`src/rtl/fifo_ctrl_64x22.sv`:
```
// fifo_ctrl_64x22: pointer/count/flag controller that turns a 64x22 two-port
// register file into a synchronous FIFO. Pushes become port-B writes, pops
// become port-A reads; read data comes straight from the RAM output register.
module fifo_ctrl_64x22 #(
  parameter int unsigned WIDTH       = 22,
  parameter int unsigned DEPTH       = 64,
  parameter int unsigned ADDR_W      = 6,
  parameter int unsigned AFULL_LEVEL = 48
) (
  input  logic              clk,
  input  logic              reset,
  input  logic              push,
  input  logic [WIDTH-1:0]  din,
  input  logic              pop,
  input  logic              flush,
  output logic [WIDTH-1:0]  dout,
  output logic              dout_valid,
  output logic              full,
  output logic              empty,
  output logic              almost_full,
  output logic [ADDR_W:0]   fifo_count,
  output logic              overflow,
  output logic              underflow,
  output logic [WIDTH-1:0]  ram_db,
  output logic [ADDR_W-1:0] ram_ab,
  output logic              ram_cenb_n,
  input  logic [WIDTH-1:0]  ram_qa,
  output logic [ADDR_W-1:0] ram_aa,
  output logic              ram_cena_n
);

  localparam logic [ADDR_W:0] DEPTH_C = (ADDR_W+1)'(DEPTH);
  localparam logic [ADDR_W:0] AFULL_C = (ADDR_W+1)'(AFULL_LEVEL);
  localparam logic [ADDR_W:0] ONE_C   = (ADDR_W+1)'(1);

  logic [ADDR_W-1:0] wr_ptr_q, wr_ptr_d;
  logic [ADDR_W-1:0] rd_ptr_q, rd_ptr_d;
  logic [ADDR_W:0]   count_q, count_d;
  logic              full_q, full_d;
  logic              empty_q, empty_d;
  logic              afull_q, afull_d;
  logic              dout_valid_q, dout_valid_d;
  logic              overflow_q, overflow_d;
  logic              underflow_q, underflow_d;
  logic              push_ok, pop_ok;

  // Acceptance from start-of-cycle flags, and the RAM port drive.
  always_comb begin
    push_ok    = push & ~full_q  & ~reset & ~flush;
    pop_ok     = pop  & ~empty_q & ~reset & ~flush;
    ram_ab     = wr_ptr_q;
    ram_db     = din;
    ram_cenb_n = ~push_ok;
    ram_aa     = rd_ptr_q;
    ram_cena_n = ~pop_ok;
  end

  // Next-state for pointers, occupancy, flags and sticky errors.
  always_comb begin
    wr_ptr_d     = wr_ptr_q;
    rd_ptr_d     = rd_ptr_q;
    count_d      = count_q;
    overflow_d   = overflow_q;
    underflow_d  = underflow_q;
    dout_valid_d = pop_ok;
    if (flush) begin
      wr_ptr_d = '0;
      rd_ptr_d = '0;
      count_d  = '0;
    end else begin
      if (push_ok) wr_ptr_d = wr_ptr_q + 1'b1;
      if (pop_ok)  rd_ptr_d = rd_ptr_q + 1'b1;
      case ({push_ok, pop_ok})
        2'b10:   count_d = count_q + ONE_C;
        2'b01:   count_d = count_q - ONE_C;
        default: count_d = count_q;
      endcase
      if (push & full_q)  overflow_d  = 1'b1;
      if (pop  & empty_q) underflow_d = 1'b1;
    end
    full_d  = (count_d == DEPTH_C);
    empty_d = (count_d == '0);
    afull_d = (count_d >= AFULL_C);
  end

  // State register with synchronous reset.
  always_ff @(posedge clk) begin
    if (reset) begin
      wr_ptr_q     <= '0;
      rd_ptr_q     <= '0;
      count_q      <= '0;
      full_q       <= 1'b0;
      empty_q      <= 1'b1;
      afull_q      <= 1'b0;
      dout_valid_q <= 1'b0;
      overflow_q   <= 1'b0;
      underflow_q  <= 1'b0;
    end else begin
      wr_ptr_q     <= wr_ptr_d;
      rd_ptr_q     <= rd_ptr_d;
      count_q      <= count_d;
      full_q       <= full_d;
      empty_q      <= empty_d;
      afull_q      <= afull_d;
      dout_valid_q <= dout_valid_d;
      overflow_q   <= overflow_d;
      underflow_q  <= underflow_d;
    end
  end

  // Output aliases of registered state.
  always_comb begin
    dout        = ram_qa;
    dout_valid  = dout_valid_q;
    full        = full_q;
    empty       = empty_q;
    almost_full = afull_q;
    fifo_count  = count_q;
    overflow    = overflow_q;
    underflow   = underflow_q;
  end

endmodule
```
`config.mk`:
```
export PLATFORM = sky130hd
export DESIGN_NAME = fifo_ctrl_64x22
export DESIGN_NICKNAME = d
export VERILOG_FILES = /design/src/rtl/fifo_ctrl_64x22.sv
export SDC_FILE = /design/constraint.sdc
export NUM_CORES = 1
export LEC_CHECK = 0
export ABC_CLOCK_PERIOD_IN_PS = 4200
export BUFFER_PORTS_ARGS = -buffer_cell sky130_fd_sc_hd__buf_4
export CAP_MARGIN = 10
export CORE_ASPECT_RATIO = 1.5
export CORE_MARGIN = 8
export CORE_UTILIZATION = 41
export CTS_CLUSTER_SIZE = 10
export DETAILED_ROUTE_END_ITERATION = 8
export PLACE_DENSITY = 0.86
export SETUP_SLACK_MARGIN = 0.4
export SLEW_MARGIN = 20
export SYNTH_ARGS = -nofsm -noshare
export SYNTH_HDL_FRONTEND = slang
export SYNTH_SLANG_ARGS = --single-unit
```
`constraint.sdc`:
```
create_clock -name clk -period 4.2 [get_ports clk]
set_input_delay 0.84 -clock clk [delete_from_list [all_inputs] [get_ports clk]]
set_output_delay 0.84 -clock clk [all_outputs]
set_load 0.01 [all_outputs]
```
==> impl_metrics.tcl <==
set metrics [dict create \
    die_w_um 68.1 \
    wl_per_cell_um 16.6 \
    gr-total-overflow 0 \
    worstPathCellList "buf_4 -> or2_1 -> nor3b_4 -> ha_1 -> ha_1 -> or3_1 -> a2111oi_0 -> nand4b_1 -> nor2_1 -> o21ba_1" \
    hold_depth 2 \
    drtPass1Iterations 4 \
    async_flop_share_pct 0 \
    nets 232 \
    post_cts_buffers 0 \
    slew_headroom_pct 64.1 \
    seqPwrFrac_pct 57.3 \
    cts_made_buffers 3 \
    ys_seq_elements 25 \
    grt.total_usage_pct 11.8 \
    synth_top_family_by_area "buffers and inverters" \
    combPwrFrac_pct 10.0 \
    cp-startpoint "reset" \
    cts_tree "yes" \
    status "finished clean" \
    fp.dieH_um 94.1 \
    routabilityCongestion 0.860 \
    syn-num-nets 241 \
    grt_pass1_vias 1261 \
    std_cell_rows 28 \
    r2r_end "almost_full" \
    num_io_pins 120 \
    vias_per_cell 5.56 \
    grt_pass1_wl_um 5920 \
    drv_cap 0 \
    seq_area_frac_synth_pct 30.0 \
    p_switching_mw 0.0990 \
    synth_area_mm2 0.00167 \
    finClkSkew_ns 0.00265 \
    arrival_ns 3.51 \
    hold_violations 0 \
    io_buffer_count 31 \
    insertion_delay_ns 0.27 \
    crit_path_max_incr_delay_ns 0.42 \
    antenna_found_initial 0 \
    tightest_slew_ns 0.538 \
    synth_mux_area_share_pct 1.20 \
    yosysUniqueCellTypes 47 \
    rsz0062_at_grt "no" \
    antenna_cells 0 \
    ir_worst_vdd_mv 0.276 \
    avgSynthCellArea_um2 9.11 \
    hold_path.class "reg -> reg" \
    power_density_mw_per_mm2 256 \
    clkSlewWorstSetupHoldPaths_ns 0.08 \
    power.internal_mw 0.327 \
    synth_xor_area_share_pct 6.83 \
    cts_root_buf "clkbuf_8" \
    ctsLongestPathBuffers 2 \
    cts_num_sinks 25 \
    timing.fmax_ghz 0.300 \
    worstPathRequired_ns 4.37 \
    reg2regPathDepth 10 \
    syn_to_final_growth_pct -0.300 \
    remaining_drc_errors 0 \
    wl_um 3610 \
    clkPwrFrac_pct 32.7 \
    cpMaxStageDelayCell "a2111oi_0" \
    path_max_fanout 9 \
    syn_inst 183 \
    core_mm2 0.00392 \
    crit_top_cell "ha_1" \
    final-seq-area_um2 500 \
    r2r_start "full" \
    hold_ws_ns 0.501 \
    crit_type "in -> reg" \
    drive_gt1_share_pct 24.3 \
    grt_max_degree 19 \
    multi_input_area_um2 791 \
    ff2ff_setup_slack_ns 1.32 \
    initialDrtViolationCount 23 \
    slew_violations 0 \
    hpwl_um 2790 \
    synth_fa_ha_area_share_pct 7.20 \
    period_needed_ns 3.34 \
    min_period_over_period_pct 79.5 \
    die_area_mm2 0.00641 \
    cts.repair.resized 0 \
    end_kind "register" \
    synth-edff-count 0 \
    ctsHoldBuffers 0 \
    start_kind "input pin" \
    yosys.area_share.simple_pct 18.2 \
    switching_share_pct 23.2 \
    synth_compound_area_share_pct 14.0 \
    leakagePower_nw 0.733 \
    crit_path_end "almost_full" \
    ant_nets 0 \
    setup_viol_count_final 0 \
    layout_commonest_cell "buf_4" \
    htreeDepth 1 \
    final_cell_mix "buf_4, dfxtp_1, nor2_1" \
    fill_cells 389 \
    tns_ns 0 \
    vias 1212 \
    initial_core_util_pct 42.5 \
    ys.flop_type "dfxtp_1" \
    ys_warn_count 0 \
]
[layer usage]
layer,global-route usage [%],wire length (um)
met1,12.7,1390
met2,20.2,1880
met3,2.63,229
met4,6.69,102
met5,0,0
[through the flow]
step	utilization (%)	instance area, um2	instances	total power [mW]	setup slack, ns
finish	42.4	1660	218	0.427	0.862
CTS	42.4	1660	218	0.431	0.852
global route	42.4	1660	218	0.446	0.702
floorplan	-	1670	183	0.319	0.785
detailed placement	41.2	1620	214	0.292	0.664
global placement	41.2	1620	214	0.291	0.732
[cells by family after synthesis]
logic type / count (synthesis)
compound gates: 30
xor+xnor: 13
fa+ha+maj: 9
buf+inv: 52
flops: 25
mux: 2
simple gates: 52
[worst max-delay path, delay by kind of cell]
kind / cells / cell delay, ns
compound gates: 2 / 0.58
simple gates: 5 / 1.18
fa+ha+maj: 2 / 0.76
buf+inv: 1 / 0.14
[how the worst min path moves through the flow]
stage / start / to / slack, ns
after floorplan: overflow / overflow / 0.50
after global placement: underflow / underflow / 0.46
after detailed placement: overflow / overflow / 0.48
after CTS: overflow / overflow / 0.51
after global routing: underflow / underflow / 0.55
final: overflow / overflow / 0.50
[power by group through the flow]
| stage | clock, mW | sequential (mW) | combinational [mW] |
|---|---|---|---|
| final | 0.140 | 0.244 | 0.0425 |
| after floorplan | 0 | 0.251 | 0.0683 |
| after global placement | 0 | 0.250 | 0.0415 |
| after global routing | 0.154 | 0.245 | 0.0465 |
| after detailed placement | 0 | 0.250 | 0.0420 |
| after CTS | 0.144 | 0.244 | 0.0424 |
[sequential cells by signal, summed over array words and instances, names as in the netlist]
name and count:
underflow 1, ram_aa 6, almost_full 1, empty 1, full 1, fifo_count 7, dout_valid 1, ram_ab 6
overflow 1
[cells in the mapped netlist, types with 2 or more instances]
cell type | number | share of area [%]
nor2_1 | 20 | 4.5
o2111a_1 | 2 | 1.4
dfxtp_1 | 25 | 30
a21oi_1 | 6 | 1.8
nor4b_1 | 2 | 1.1
xor2_1 | 9 | 4.7
nand3_1 | 3 | 0.90
buf_6 | 2 | 1.4
mux2i_1 | 2 | 1.2
nand4b_1 | 2 | 1.1
xnor2_1 | 4 | 2.1
nand2_1 | 7 | 1.6
buf_4 | 44 | 20
inv_1 | 4 | 0.90
nand4_1 | 4 | 1.5
a31oi_1 | 4 | 1.5
a211o_1 | 2 | 1.1
o21ai_0 | 3 | 0.90
ha_1 | 8 | 6.0
o21a_1 | 2 | 0.90
nor3b_1 | 2 | 0.90
[layout make-up]
| cell class | count | share of cell area (%) |
|---|---|---|
| Multi-Input combinational cell | 106 | 47.6 |
| Sequential cell | 25 | 30.1 |
| Timing Repair Buffer | 34 | 15.3 |
| Tap cell | 45 | 3.39 |
| Clock buffer | 4 | 2.71 |
| Inverter | 4 | 0.903 |
No activity file was read; power rests on OpenSTA's default activity.
